<file path="config.mk">
export PLATFORM = sky130hd
export DESIGN_NAME = apb_slave_mux_n
export DESIGN_NICKNAME = d
export VERILOG_FILES = /design/src/rtl/apb_slave_mux_n.sv
export SDC_FILE = /design/constraint.sdc
export NUM_CORES = 1
export LEC_CHECK = 0
export CAP_MARGIN = 20
export CORE_AREA = 5 5 122 124
export CTS_BUF_LIST = sky130_fd_sc_hd__clkbuf_16
export DETAILED_ROUTE_END_ITERATION = 12
export DIE_AREA = 0 0 127 129
export GPL_TIMING_DRIVEN = 0
export HOLD_SLACK_MARGIN = 0.03
export RECOVER_POWER = 50
export SYNTH_ARGS = -nofsm -noshare
export SYNTH_HDL_FRONTEND = slang
export SYNTH_SLANG_ARGS = --single-unit
</file>
<file path="constraint.sdc">
create_clock -name PCLK -period 3.7 [get_ports PCLK]
set_clock_uncertainty 0.2 [all_clocks]
set_input_delay 0.925 -clock PCLK [delete_from_list [all_inputs] [get_ports PCLK]]
set_output_delay 0.925 -clock PCLK [all_outputs]
set_load 0.02 [all_outputs]
</file>
<file path="src/rtl/apb_slave_mux_n.sv">
// APB3 fan-out from one requester to NUM_PORTS completers. The port index is latched in
// the setup phase, unmapped or disabled ports get an in-block error, and a watchdog aborts hung completers.
module apb_slave_mux_n #(
    parameter int                   NUM_PORTS = 4,
    parameter int                   SEL_W     = 2,
    parameter int                   ADDR_W    = 32,
    parameter int                   DATA_W    = 32,
    parameter logic [NUM_PORTS-1:0] PORT_EN   = {NUM_PORTS{1'b1}},
    parameter int                   TIMEOUT   = 16
) (
    input  logic                        PCLK,
    input  logic                        PRESETn,
    input  logic [SEL_W-1:0]            DECODE,
    input  logic [ADDR_W-1:0]           PADDR,
    input  logic                        PWRITE,
    input  logic                        PSEL,
    input  logic                        PENABLE,
    input  logic [DATA_W-1:0]           PWDATA,
    output logic [DATA_W-1:0]           PRDATA,
    output logic                        PREADY,
    output logic                        PSLVERR,
    output logic [ADDR_W-1:0]           PADDR_S,
    output logic                        PWRITE_S,
    output logic [DATA_W-1:0]           PWDATA_S,
    output logic [NUM_PORTS-1:0]        PSEL_S,
    output logic [NUM_PORTS-1:0]        PENABLE_S,
    input  logic [NUM_PORTS*DATA_W-1:0] PRDATA_S,
    input  logic [NUM_PORTS-1:0]        PREADY_S,
    input  logic [NUM_PORTS-1:0]        PSLVERR_S,
    output logic                        timeout_flag,
    output logic [SEL_W-1:0]            timeout_port,
    input  logic                        timeout_clr
);

    localparam int             WD_W    = (TIMEOUT > 2) ? $clog2(TIMEOUT) : 1;
    localparam logic [WD_W-1:0] WD_LAST = WD_W'((TIMEOUT > 0) ? TIMEOUT - 1 : 0);
    localparam bit             WD_ON   = (TIMEOUT > 0);

    typedef enum logic [1:0] {IDLE, SETUP, ACCESS, ABORT} state_t;

    state_t            state_q, state_d, phase;
    logic [SEL_W-1:0]  port_q;
    logic              valid_q;
    logic [WD_W-1:0]   wdog_q;

    logic              sel_ready, sel_err;
    logic [DATA_W-1:0] sel_rdata;
    logic              wait_cyc, expire;
    logic [NUM_PORTS-1:0] psel_s, penable_s;
    logic              any_sel;

    function automatic logic port_ok(input logic [SEL_W-1:0] sel);
        logic ok;
        ok = 1'b0;
        for (int i = 0; i < NUM_PORTS; i++)
            if (sel == SEL_W'(i)) ok = PORT_EN[i];
        return ok;
    endfunction

    // The setup phase is decoded from the live bus while idle, so a transfer costs no extra
    // cycle and back-to-back transfers re-enter setup straight from IDLE.
    always_comb begin
        phase = state_q;
        if (state_q == IDLE && PSEL && !PENABLE && PRESETn)
            phase = SETUP;
    end

    always_comb begin
        sel_ready = 1'b0;
        sel_err   = 1'b0;
        sel_rdata = '0;
        for (int i = 0; i < NUM_PORTS; i++) begin
            if (port_q == SEL_W'(i)) begin
                sel_ready = PREADY_S[i];
                sel_err   = PSLVERR_S[i];
                sel_rdata = PRDATA_S[i*DATA_W +: DATA_W];
            end
        end
    end

    assign wait_cyc = (phase == ACCESS) && PSEL && valid_q && !sel_ready;
    // A ready arriving on the last allowed cycle completes normally, since wait_cyc is then low.
    assign expire   = WD_ON && wait_cyc && (wdog_q == WD_LAST);

    always_comb begin
        state_d   = state_q;
        psel_s    = '0;
        penable_s = '0;
        PREADY    = 1'b0;
        PSLVERR   = 1'b0;
        PRDATA    = '0;
        case (phase)
            IDLE: state_d = IDLE;
            SETUP: begin
                state_d = ACCESS;
                for (int i = 0; i < NUM_PORTS; i++)
                    if (DECODE == SEL_W'(i) && port_ok(DECODE)) psel_s[i] = 1'b1;
            end
            ACCESS: begin
                if (!PSEL) begin
                    state_d = IDLE;
                end else if (!valid_q) begin
                    PREADY  = 1'b1;
                    PSLVERR = 1'b1;
                    state_d = IDLE;
                end else begin
                    for (int i = 0; i < NUM_PORTS; i++) begin
                        if (port_q == SEL_W'(i)) begin
                            psel_s[i]    = 1'b1;
                            penable_s[i] = PENABLE;
                        end
                    end
                    PREADY  = sel_ready;
                    PSLVERR = sel_ready & sel_err;
                    PRDATA  = sel_ready ? sel_rdata : '0;
                    if (sel_ready)   state_d = IDLE;
                    else if (expire) state_d = ABORT;
                end
            end
            ABORT: begin
                PREADY  = 1'b1;
                PSLVERR = 1'b1;
                state_d = IDLE;
            end
            default: state_d = IDLE;
        endcase
    end

    assign PSEL_S    = psel_s;
    assign PENABLE_S = penable_s;
    assign any_sel   = |psel_s;
    assign PADDR_S   = any_sel ? PADDR  : '0;
    assign PWRITE_S  = any_sel ? PWRITE : 1'b0;
    assign PWDATA_S  = any_sel ? PWDATA : '0;

    always_ff @(posedge PCLK or negedge PRESETn) begin
        if (!PRESETn) begin
            state_q      <= IDLE;
            port_q       <= '0;
            valid_q      <= 1'b0;
            wdog_q       <= '0;
            timeout_flag <= 1'b0;
            timeout_port <= '0;
        end else begin
            state_q <= state_d;
            if (phase == SETUP) begin
                port_q  <= DECODE;
                valid_q <= port_ok(DECODE);
                wdog_q  <= '0;
            end else if (wait_cyc) begin
                wdog_q  <= wdog_q + WD_W'(1);
            end
            if (expire) begin
                timeout_flag <= 1'b1;
                timeout_port <= port_q;
            end else if (timeout_clr) begin
                timeout_flag <= 1'b0;
            end
        end
    end

endmodule

</file>
==> results.toml <==
[run_status]
outcome = "finished with violations"
violations = "setup timing"

[synth]
async_reset_ff_frac = 1.000
synth-adder-area-share = 0.02591
muxShareOfSynthArea = 0.3492
netlist_area_um2 = 2415
synth_cells = 250
synth_top_family_by_area = "simple AND/OR/NAND/NOR gates"
yosysUniqueCellTypes = 36
synth_fp_nets = 463
synth-xor-area-share = 0.007254
syn_avg_cell_area_um2 = 9.659
synth-simple-area-share = 0.3637
synth_compound_area_frac = 0.05389
ys_seq_area_frac = 0.1244
synth.yosys.warnings = 0
synth_edf_count = 0
ys_ff_latch = 12
yosys_most_used_dff = "dfrtp_1"

[timing]
setup_slack_ns = -0.07744
fin_crit_sh = 1.021
fin_setup_tns_ns = -1.827
rsz0062_at_grt = "yes"
worst_pin_slew_ns = 0.6852
worst_hold_slack_ns = 0.3109
setup_viol = 53
maxSlewHeadroom = 0.5432
period_minus_slack_ns = 3.777
max_freq_ghz = 0.2647
slew_violations = 0
hold_viol_final = 0

[pwr]
power.total_mw = 1.592
p_leak_nw = 2.863
power_density_nw_per_um2 = 235.2
ir_drop_mv = 0.1517

[route]
drt_iter0_markers = 142
firstDrtPassIters = 5
via_per_inst = 4.564
drc = 0
routed_wl_mm = 15.80
wire_per_inst_um = 20.62
ant_nets = 0
vias = 3496

[clock_network]
cts_tree = "built"
cts.sinks = 12
postCtsHoldBufs = 0
numCtsBuffers = 3
clock_latency_ns = 0.24
root_buffer = "clkbuf_16"
htree_num_levels = 1
clock_path_buffers = 2
clk_transition_reported_paths_ns = 0.04

[layout]
synthToLayoutAreaGrowth_pct = 180.3
final.fill_count = 1266
finalNonFillerCells = 766
utilization = 0.4953
final_area_um2 = 6769
final_nets = 800
multi_input_area_um2 = 2564
antenna_cells = 0
drive_above_1_share = 0.4829
regArea_um2 = 300.3

[place]
place_ws_ns = -1.923
dp.cells = 747
portBuffers = 317
dpl_cell_area_um2 = 6247
gp_congestion = 0.8757
dp_hpwl_mm = 13.05

[global_route]
grt_pass1_wl_mm = 22.53
antenna_found_initial = 0
grt_overflow = 0
grt_max_degree = 13
met1_usage = 0.2187
use_met2 = 0.3188
gr-max-usage-layer = "met2"
track_usage = 0.1758
grt_pass1_vias = 3666
use_met3 = 0.03238

[floorplan]
fp.dieH_um = 129
floorplan.initialDensity = 0.1767
die_area_um2 = 16380
core_area_um2 = 13670
die_w_um = 127
rows = 43
ios = 318

[worst_setup_path]
r2r_slack_ns = 1.49
crit_type = "in2out"
crit_fanout = 7
cp-end-kind = "primary output"
cp-start-kind = "input pin"
worst_ep_required_time_ns = 2.57
critPathArrivalTime_ns = 2.65

[job]
cap_violations = 0

[min_path]
hold_path_class = "reg2reg"
[sequential cells by signal, summed over array words and instances, names as in the netlist]
| register | count |
|---|---|
| state_q | 2 |
| port_q | 2 |
| timeout_port | 2 |
| timeout_flag | 1 |
| valid_q | 1 |
| wdog_q | 4 |
[power by group]
group | leakage [nW] | internal [mW] | switching, mW
Sequential | 0.144 | 0.167 | 0.0311
Clock | 0.0385 | 0.143 | 0.0596
Combinational | 2.68 | 0.678 | 0.514
Total | 2.86 | 0.987 | 0.605
[critical path, stage by stage]
cell and delay (ns):
buf_8 0.10, nor4bb_2 0.24, or2_4 0.23, ha_4 0.17, inv_4 0.03, o211a_4 0.27
buf_12 0.16, buf_12 0.15, nor3b_4 0.22, buf_6 0.15
[path summary, 6_finish.rpt]
path | startpoint | end | depth (start not counted)
max | PENABLE | PADDR_S[26] | 10
min | timeout_port[1]$_DFFE_PN0P_ | timeout_port[1]$_DFFE_PN0P_ | 1
max reg2reg | state_q[1]$_DFFE_PN0P_ | timeout_port[1]$_DFFE_PN0P_ | 8
min reg2reg | timeout_port[1]$_DFFE_PN0P_ | timeout_port[1]$_DFFE_PN0P_ | 1
max in group asynchronous | PRESETn | port_q[0]$_DFFE_PN0N_ | 2
min in group asynchronous | PRESETn | timeout_flag$_DFFE_PN0P_ | 2
[routing by layer]
metal	part of all wire	wire length (um)
met5	0	0
met3	0.055	864
met1	0.39	6184
met2	0.53	8436
met4	0.020	311
[cell type report]
cell class	instances	area share
Timing Repair Buffer	334	0.4799
Multi-Input combinational cell	195	0.3787
Buffer	33	0.04695
Sequential cell	12	0.04436
Tap cell	180	0.03327
Clock buffer	3	0.01109
Inverter	8	0.005176
Clock inverter	1	0.0005545
[layout by cell type (no fill, tap or decap), types with 6 or more instances in the layout]
cell type,synthesis,routed
clkdlybuf4s50_1,0,207
buf_4,0,61
buf_6,2,44
mux4_2,34,34
nor3b_2,0,32
nor3b_4,0,30
and3_1,34,25
buf_2,5,18
dfrtp_1,12,12
and3_4,0,9
clkbuf_2,0,8
buf_12,0,8
clkbuf_1,22,7
nor3b_1,69,7
nor2_1,6,6
inv_1,8,6
[Yosys cell counts (2+ instances only)]
cell type  count  area (um2)
nor2b_1        2       12.51
o221a_1        2       22.52
nor2_1         6       22.52
inv_1          8       30.03
mux2_1         2       22.52
nand3b_1       4       30.03
buf_2          5       25.02
mux4_2        34       765.7
a21oi_1        4       20.02
mux2_2         4       45.04
buf_6          2       22.52
and3_1        34       212.7
nand3_1        4       20.02
buf_1          6       22.52
nand2_1        5       18.77
or2_2          2       12.51
nor3b_1       69       518.0
a31oi_1        2       12.51
ha_1           5       62.56
dfrtp_1       12       300.3
o21ai_0        2       10.01
clkbuf_1      22       82.58
[kinds of logic after synthesis]
| logic type | Yosys count |
|---|---|
| muxes | 41 |
| buffers and inverters | 43 |
| and+or+nand+nor | 130 |
| adders and majority gates | 5 |
| DFF | 12 |
| xor gates and xnor gates | 2 |
| AOI/OAI and AO/OA | 17 |
[repair_timing]
item / in CTS / in global routing
gates resized for setup: 635 / 64
setup endpoints to repair: 107 / 103
setup buffers: 8 / 6
pin swaps: 7 / 16
gates cloned: 3 / 0
(Power assumes the default switching activity.)
